<file path="config.mk">
export PLATFORM = sky130hd
export DESIGN_NAME = sonar_mensagem_tx
export DESIGN_NICKNAME = d
export VERILOG_FILES = /design/src/rtl/sonar_pkg.sv /design/src/rtl/tx_serial_7E2.sv /design/src/rtl/sonar_mensagem_tx.sv
export SDC_FILE = /design/constraint.sdc
export NUM_CORES = 1
export LEC_CHECK = 0
export CORE_ASPECT_RATIO = 0.75
export CORE_MARGIN = 2
export CORE_UTILIZATION = 30
export DETAILED_ROUTE_END_ITERATION = 16
export GPL_TIMING_DRIVEN = 0
export PLACE_DENSITY = 0.62
export SYNTH_ARGS = -nofsm -noshare
export SYNTH_HDL_FRONTEND = slang
export SYNTH_SLANG_ARGS = --single-unit
</file>
<file path="constraint.sdc">
create_clock -name clock -period 4.57 [get_ports clock]
set_input_delay 1.371 -clock clock [delete_from_list [all_inputs] [get_ports clock]]
set_output_delay 1.371 -clock clock [all_outputs]
set_load 0.01 [all_outputs]
</file>
<file path="src/rtl/sonar_pkg.sv">
// Shared constants and helpers for the sonar message transmitter.
package sonar_pkg;

  // TX FSM state encodings (also exported on db_estado)
  localparam logic [2:0] ST_IDLE   = 3'd0;
  localparam logic [2:0] ST_START  = 3'd1;
  localparam logic [2:0] ST_DATA   = 3'd2;
  localparam logic [2:0] ST_PARITY = 3'd3;
  localparam logic [2:0] ST_STOP   = 3'd4;
  localparam logic [2:0] ST_DONE   = 3'd5;

  // Fixed message characters and length
  localparam logic [6:0] CHAR_VIRGULA   = 7'h2C;
  localparam logic [6:0] CHAR_CERQUILHA = 7'h23;
  localparam int unsigned MSG_LEN       = 8;

  // Digit to ASCII; non-BCD digits fall through to 0x3A..0x3F on purpose
  function automatic logic [6:0] bcd_to_ascii(input logic [3:0] digito);
    return {3'b011, digito};
  endfunction

endpackage

</file>
<file path="src/rtl/tx_serial_7E2.sv">
// Asynchronous 7E2 serial transmitter: start, 7 data LSB first, even parity, 2 stops.
module tx_serial_7E2
  import sonar_pkg::*;
#(
  parameter int unsigned CLK_FREQ  = 50_000_000,
  parameter int unsigned BAUD_RATE = 115200
) (
  input  logic       clock,
  input  logic       reset,
  input  logic       partida,
  input  logic [6:0] dados,
  output logic       saida_serial,
  output logic       pronto,
  output logic [2:0] db_estado
);

  localparam int unsigned M  = CLK_FREQ / BAUD_RATE;
  localparam int unsigned CW = $clog2(2 * M);

  logic [2:0]    r_estado;
  logic [2:0]    w_prox;
  logic [CW-1:0] r_cnt;
  logic [2:0]    r_bit;
  logic [6:0]    r_dados;
  logic          w_fim_bit;
  logic          w_fim_stop;

  assign w_fim_bit  = (r_cnt == CW'(M - 1));
  assign w_fim_stop = (r_cnt == CW'(2 * M - 1));
  assign db_estado  = r_estado;

  // State register
  always_ff @(posedge clock) begin
    if (reset) r_estado <= ST_IDLE;
    else       r_estado <= w_prox;
  end

  // Next-state logic; partida is only honoured in IDLE
  always_comb begin
    w_prox = r_estado;
    case (r_estado)
      ST_IDLE:   if (partida) w_prox = ST_START;
      ST_START:  if (w_fim_bit) w_prox = ST_DATA;
      ST_DATA:   if (w_fim_bit && (r_bit == 3'd6)) w_prox = ST_PARITY;
      ST_PARITY: if (w_fim_bit) w_prox = ST_STOP;
      ST_STOP:   if (w_fim_stop) w_prox = ST_DONE;
      ST_DONE:   w_prox = ST_IDLE;
      default:   w_prox = ST_IDLE;
    endcase
  end

  // Baud counter, data bit index and latched character
  always_ff @(posedge clock) begin
    if (reset) begin
      r_cnt   <= '0;
      r_bit   <= 3'd0;
      r_dados <= 7'd0;
    end else begin
      if (r_estado == ST_IDLE && partida) begin
        r_dados <= dados;
        r_bit   <= 3'd0;
      end
      if (w_prox != r_estado) begin
        r_cnt <= '0;
      end else if (r_estado == ST_DATA && w_fim_bit) begin
        r_cnt <= '0;
        r_bit <= r_bit + 3'd1;
      end else if (r_estado != ST_IDLE && r_estado != ST_DONE) begin
        r_cnt <= r_cnt + CW'(1);
      end
    end
  end

  // Registered line and completion pulse, one cycle behind the FSM
  always_ff @(posedge clock) begin
    if (reset) begin
      saida_serial <= 1'b1;
      pronto       <= 1'b0;
    end else begin
      case (r_estado)
        ST_START:  saida_serial <= 1'b0;
        ST_DATA:   saida_serial <= r_dados[r_bit];
        ST_PARITY: saida_serial <= ^r_dados;
        default:   saida_serial <= 1'b1;
      endcase
      pronto <= (r_estado == ST_DONE);
    end
  end

endmodule

</file>
<file path="src/rtl/sonar_mensagem_tx.sv">
// Sequences the "AAA,DDD#" message one character per partida over a 7E2 line.
module sonar_mensagem_tx
  import sonar_pkg::*;
#(
  parameter int unsigned CLK_FREQ  = 50_000_000,
  parameter int unsigned BAUD_RATE = 115200
) (
  input  logic        clock,
  input  logic        reset,
  input  logic        zera,
  input  logic        conta,
  input  logic        partida,
  input  logic [11:0] angulo,
  input  logic [11:0] distancia,
  output logic        saida_serial,
  output logic        pronto,
  output logic        fim,
  output logic [2:0]  db_indice,
  output logic [2:0]  db_estado
);

  logic [2:0] r_indice;
  logic [6:0] w_char;

  assign db_indice = r_indice;
  assign fim       = (r_indice == 3'(MSG_LEN - 1));

  // Character index: zera wins over conta, 3-bit wrap gives 7 -> 0
  always_ff @(posedge clock) begin
    if (reset || zera) r_indice <= 3'd0;
    else if (conta)    r_indice <= r_indice + 3'd1;
  end

  // Character multiplexer for the current index
  always_comb begin
    w_char = CHAR_CERQUILHA;
    case (r_indice)
      3'd0:    w_char = bcd_to_ascii(angulo[11:8]);
      3'd1:    w_char = bcd_to_ascii(angulo[7:4]);
      3'd2:    w_char = bcd_to_ascii(angulo[3:0]);
      3'd3:    w_char = CHAR_VIRGULA;
      3'd4:    w_char = bcd_to_ascii(distancia[11:8]);
      3'd5:    w_char = bcd_to_ascii(distancia[7:4]);
      3'd6:    w_char = bcd_to_ascii(distancia[3:0]);
      default: w_char = CHAR_CERQUILHA;
    endcase
  end

  tx_serial_7E2 #(
    .CLK_FREQ (CLK_FREQ),
    .BAUD_RATE(BAUD_RATE)
  ) u_tx (
    .clock       (clock),
    .reset       (reset),
    .partida     (partida),
    .dados       (w_char),
    .saida_serial(saida_serial),
    .pronto      (pronto),
    .db_estado   (db_estado)
  );

endmodule
</file>
; After elaboration in Yosys (flattened, before gate mapping)
; Cells that the tools add are included.
[op_classes]
add_sub_neg = 3
order_cmp = 1
n_eq_ne = 17
mux = 13
n_reduce_logical = 10
[op_table]
columns = cell, n
row1 = one-hot mux 5 bit (7 select lines), 1
row2 = 2-to-1 mux 3 bit, 8
row3 = equality test 3 bit (second input constant), 7
row4 = one-hot mux 3 bit (5 select lines), 1
row5 = equality test 3 x 2 -> 1 bit (second input constant), 4
row6 = adder 10 x 1 -> 10 bit (second input constant), 1
row7 = equality test 10 bit (second input constant), 1
row8 = equality test 10 x 9 -> 1 bit (second input constant), 1
row9 = XOR reduction 7 bit, 1
row10 = adder 3 x 1 -> 3 bit (second input constant), 2
row11 = equality test 3 x 1 -> 1 bit (second input constant), 2
row12 = zero test 3 bit, 2
row13 = logical AND 1 bit, 4
row14 = < comparator 3 x 4 -> 1 bit (second input constant), 1
row15 = binary-select mux 1 bit (select 3 bit), 1
row16 = != test 3 bit, 1
row17 = != test 3 bit (second input constant), 1
row18 = one-hot mux 1 bit (3 select lines), 1
row19 = nonzero test 3 bit, 1
row20 = OR reduction 3 bit, 1
row21 = logical OR 1 bit, 1
row22 = 2-to-1 mux 1 bit, 1
[totals]
register_bits = 28
out_inout_bits = 9

; Longest topological paths before layout
[depth]
word_depth = 6
ltp_mapped = 8
depth_no_buf = 6

; Modules after synthesis
; Synthesis repeated with hierarchy kept, for this count alone.
[hier_totals]
hier_cells = 201
hier_area_um2 = 1794.2
[modules_own_cells]
columns = mod, n_inst, cells_per_inst, area_per_inst_um2, seq_area_each_um2
row1 = tx_serial_7E2, 1, 154, 1395.1, 500.5
row2 = sonar_mensagem_tx, 1, 47, 399.1, 60.1

; Least setup slack after synthesis
; Ideal clock, no wire load.
[synth_path]
path_type = input port to flip-flop
startpoint = input partida
endpoint = register u_tx.r_cnt[8]
setup_time_ps = 66
t_arrival_ps = 2297
slack_ps = 2207
cell_stages = 5
n_path_buf = 1
cell_sequence = nor4b_4 or2_2 a221o_1 buf_6 a21oi_2
[synth_between]
elab_chain_cells = 4
[synth_rtl]
columns = item, line_no
row1 = start: declaration, sonar_mensagem_tx.sv:12  ; input logic partida,
row2 = 2-to-1 mux 3 bit, tx_serial_7E2.sv:42  ; ST_IDLE: if (partida) w_prox = ST_START;
row3 = one-hot mux 3 bit (5 select lines), tx_serial_7E2.sv:41  ; case (r_estado)
row4 = != test 3 bit, tx_serial_7E2.sv:63  ; if (w_prox != r_estado) begin
row5 = OR reduction 3 bit (no line), --
row6 = end signal: assignment, tx_serial_7E2.sv:69  ; r_cnt <= r_cnt + CW'(1);
row7 = end: declaration, tx_serial_7E2.sv:22  ; logic [CW-1:0] r_cnt;
; Every way passes these cells.
; A chain may end at the register's enable or synchronous reset.

; Worst setup path after layout
[layout_path]
startpoint = register r_indice[0] (netlist: db_indice[0])
endpoint = output fim
[layout_between]
elab_chain_cells = 1
[layout_rtl]
columns = item, line_no
row1 = start: declaration, sonar_mensagem_tx.sv:22  ; logic [2:0] r_indice;
row2 = start signal: assignment, sonar_mensagem_tx.sv:31  ; else if (conta) r_indice <= r_indice + 3'd1;
row3 = equality test 3 bit, sonar_mensagem_tx.sv:26  ; assign fim = (r_indice == 3'(MSG_LEN - 1));
row4 = end: declaration, sonar_mensagem_tx.sv:17  ; output logic fim,
; Every way passes these cells.

==> results.py <==
metrics = {
    "global_route": {
        "grt_pass1_wl_um": 6710,
        "overflow": 0,
        "grt_max_degree": 15,
        "antenna_found_initial": 0,
        "grtUsageTotal_pct": 12.7,
        "grt_pass1_vias": 1382,
    },
    "detailed_routing": {
        "routed_wirelength_um": 3820,
        "drtAntennaViolNets": 0,
        "drt_iter0_drc": 115,
        "drt_pass1_iterations": 4,
        "drc_errors": 0,
        "wl_per_cell_um": 12.9,
        "vias": 1473,
        "routed_via_density": 4.96,
    },
    "floorplanning": {
        "rows": 23,
        "initial_core_util_pct": 31.6,
        "io_pins": 38,
        "dieArea_um2": 6350,
        "core-area_um2": 5440,
        "fp.dieW_um": 91.3,
        "chipHeight_um": 69.5,
    },
    "synthesis": {
        "synthCells": 181,
        "synth_nets": 221,
        "synth_cell_type_count": 55,
        "synth_seq_cells": 27,
        "synth_area_um2": 1720,
        "yosys_warnings": 0,
        "ys_seq_area_share_pct": 31.5,
        "synth_area_per_cell_um2": 9.48,
        "async_flop_share_pct": 0,
        "synth-edff-count": 0,
        "synthFlopType": "dfxtp_1",
    },
    "placement": {
        "placedCellCount": 293,
        "place_area_um2": 2180,
        "place_congestion": 0.841,
        "dp_hpwl_um": 2990,
        "port_buffers": 37,
    },
    "critical_path": {
        "path_cells": "ha_1 > ha_1 > clkdlybuf4s50_1",
        "cp.required_ns": 3.20,
        "reg2reg_depth": 6,
        "crit_type": "reg2out",
        "rr_startpoint": "db_indice[2]",
        "arrival_ns": 1.63,
        "r2r_end": "u_tx.r_dados[2]",
        "crit_path_start_kind": "flip-flop",
        "startpoint": "db_indice[0]",
        "cp_max_fo": 6,
        "slowest_stage": "clkdlybuf4s50_1",
        "crit_top_cell": "ha_1",
        "r2r_setup_slack_ns": 2.62,
        "crit_end": "fim",
        "endpoint_kind": "primary output",
        "cpPeakStageDelay_ns": 0.53,
    },
    "pwr": {
        "p_leak_nw": 0.813,
        "report.power.total_uw": 497,
        "p_per_area_nw_per_um2": 223,
        "ir_worst_vdd_uv": 85.4,
    },
    "clock_tree": {
        "h-tree-depth": 1,
        "root_buffer": "clkbuf_8",
        "clk_pin_slew_ns": 0.09,
        "clock-sinks": 27,
        "postCtsSetupBuffers": 0,
        "cts_tree": "built",
        "cts_made_buffers": 3,
        "insertion_delay_ns": 0.27,
        "ctsResizeCount": 0,
        "ctsHoldBuffers": 0,
        "clock_path_buffers": 2,
    },
    "final_layout": {
        "syn_to_final_growth_pct": 29.7,
        "drive_gt1_share_pct": 15.8,
        "instances_no_fill": 297,
        "diodes": 0,
        "nets": 263,
        "final_cell_area_um2": 2230,
    },
    "sta": {
        "slew_violations": 0,
        "period_share_pct": 65.8,
        "tightestPinTransition_ns": 0.532,
        "setup_viol": 0,
        "clock-skew-final_ns": 0.00227,
        "min_period_ns": 3.01,
        "fmax_mhz": 333,
        "holdWs_ns": 0.497,
        "rsz0062_at_grt": "no",
        "setup_tns_ns": 0,
        "slew-limit-headroom_pct": 64.4,
        "final_hold_viol_count": 0,
    },
    "flow_run": {
        "cap_violations": 0,
    },
    "status": {
        "status": "finished clean",
    },
    "worst_hold_path": {
        "hold_path_class": "reg2reg",
    },
}
sequential cells by signal (all words and copies together) (netlist names):
| name | count |
|---|---|
| u_tx.db_estado | 3 |
| u_tx.saida_serial | 1 |
| u_tx.r_dados | 6 |
| u_tx.r_bit | 3 |
| db_indice | 3 |
| u_tx.pronto | 1 |
| u_tx.r_cnt | 10 |
layout by cell type (no fill, tap or decap), types with 3 or more instances in the layout:
master           synthesis  routed
ha_1                    11      11
clkdlybuf4s50_1          0      37
nand2b_1                 3       3
o2111ai_1                3       3
a21oi_1                  6       6
xnor2_1                  5       5
xor2_1                  10      10
mux2i_1                  3       3
clkbuf_8                 0       3
mux2_2                   6       6
a222oi_1                 4       4
nand2_1                  8       8
nand3_1                  4       4
or2_2                    4       4
dfxtp_1                 27      27
clkbuf_1                 4       5
o21ai_0                  7       7
nor3_1                   3       3
o211ai_1                 3       3
inv_1                    8       8
nor2_2                   9       9
nor2_1                   9       9
critical path, delay by kind of cell (launching register included):
kind                       cells  cell delay, ns
DFF                            1            0.47
buffers and inverters          1            0.53
adders and majority gates      2            0.37
per-stage QoR:
| step | utilization (%) | setup slack, ns |
|---|---|---|
| 2_1_floorplan | - | 2.21 |
| 3_3_place_gp | 40.1 | 1.48 |
| 3_5_place_dp | 40.1 | 1.50 |
| 4_1_cts | 40.9 | 1.54 |
| 5_1_grt | 40.9 | 1.46 |
| 6_report | 40.9 | 1.56 |
cells in the mapped netlist, types with 5 or more instances:
library cell	number	area [µm²]
nor2_2	9	56.3
a21oi_1	6	30.0
xnor2_1	5	43.8
o21ai_0	7	35.0
nand2_1	8	30.0
nor2_1	9	33.8
inv_1	8	30.0
xor2_1	10	87.6
dfxtp_1	27	541
ha_1	11	138
mux2_2	6	67.6
metal layers:
layer	wire [µm]	GRT usage, %	vias up
li1	-	-	738
met1	1990	19.1	711
met2	1680	18.7	19
met3	109	2.07	5
met4	41	3.03	0
met5	0	0	-
cell type report:
type                    instances  area [µm²]
plain buffers                  10        55.1
clock buffers                   4        45.0
fillers                       545        3210
inverters                       8        30.0
multi-input cells             136        1090
flip-flops and latches         27         541
well taps                      75        93.8
repair buffers                 37         370
worst min-delay path by stage:
stage,endpoint,start,depth (start not counted)
5_1_grt,u_tx.r_dados[2],u_tx.r_dados[2],2
3_3_place_gp,u_tx.r_dados[2],u_tx.r_dados[2],2
6_report,u_tx.r_dados[2],u_tx.r_dados[2],2
3_5_place_dp,u_tx.r_dados[2],u_tx.r_dados[2],2
4_1_cts,u_tx.r_dados[2],u_tx.r_dados[2],2
2_1_floorplan,u_tx.r_dados[2],u_tx.r_dados[2],2
logic make-up (layout without fill, tap and decap cells):
logic type / count (synthesis) / after routing / share of synthesized area, %
adders and majority gates: 11 / 11 / 8.02
muxes: 11 / 11 / 7.65
DFF: 27 / 27 / 31.5
xor gates and xnor gates: 16 / 16 / 9.26
and+or+nand+nor: 58 / 58 / 20.9
buffers and inverters: 18 / 59 / 4.96
AOI/OAI and AO/OA: 40 / 40 / 17.7
power by group:
group          total (mW)  switching, mW  internal [mW]
Clock               0.137         0.0746         0.0626
Combinational       0.108         0.0467         0.0608
Sequential          0.252        0.00785          0.244
Total               0.497          0.129          0.367
(Power assumes the default switching activity.)
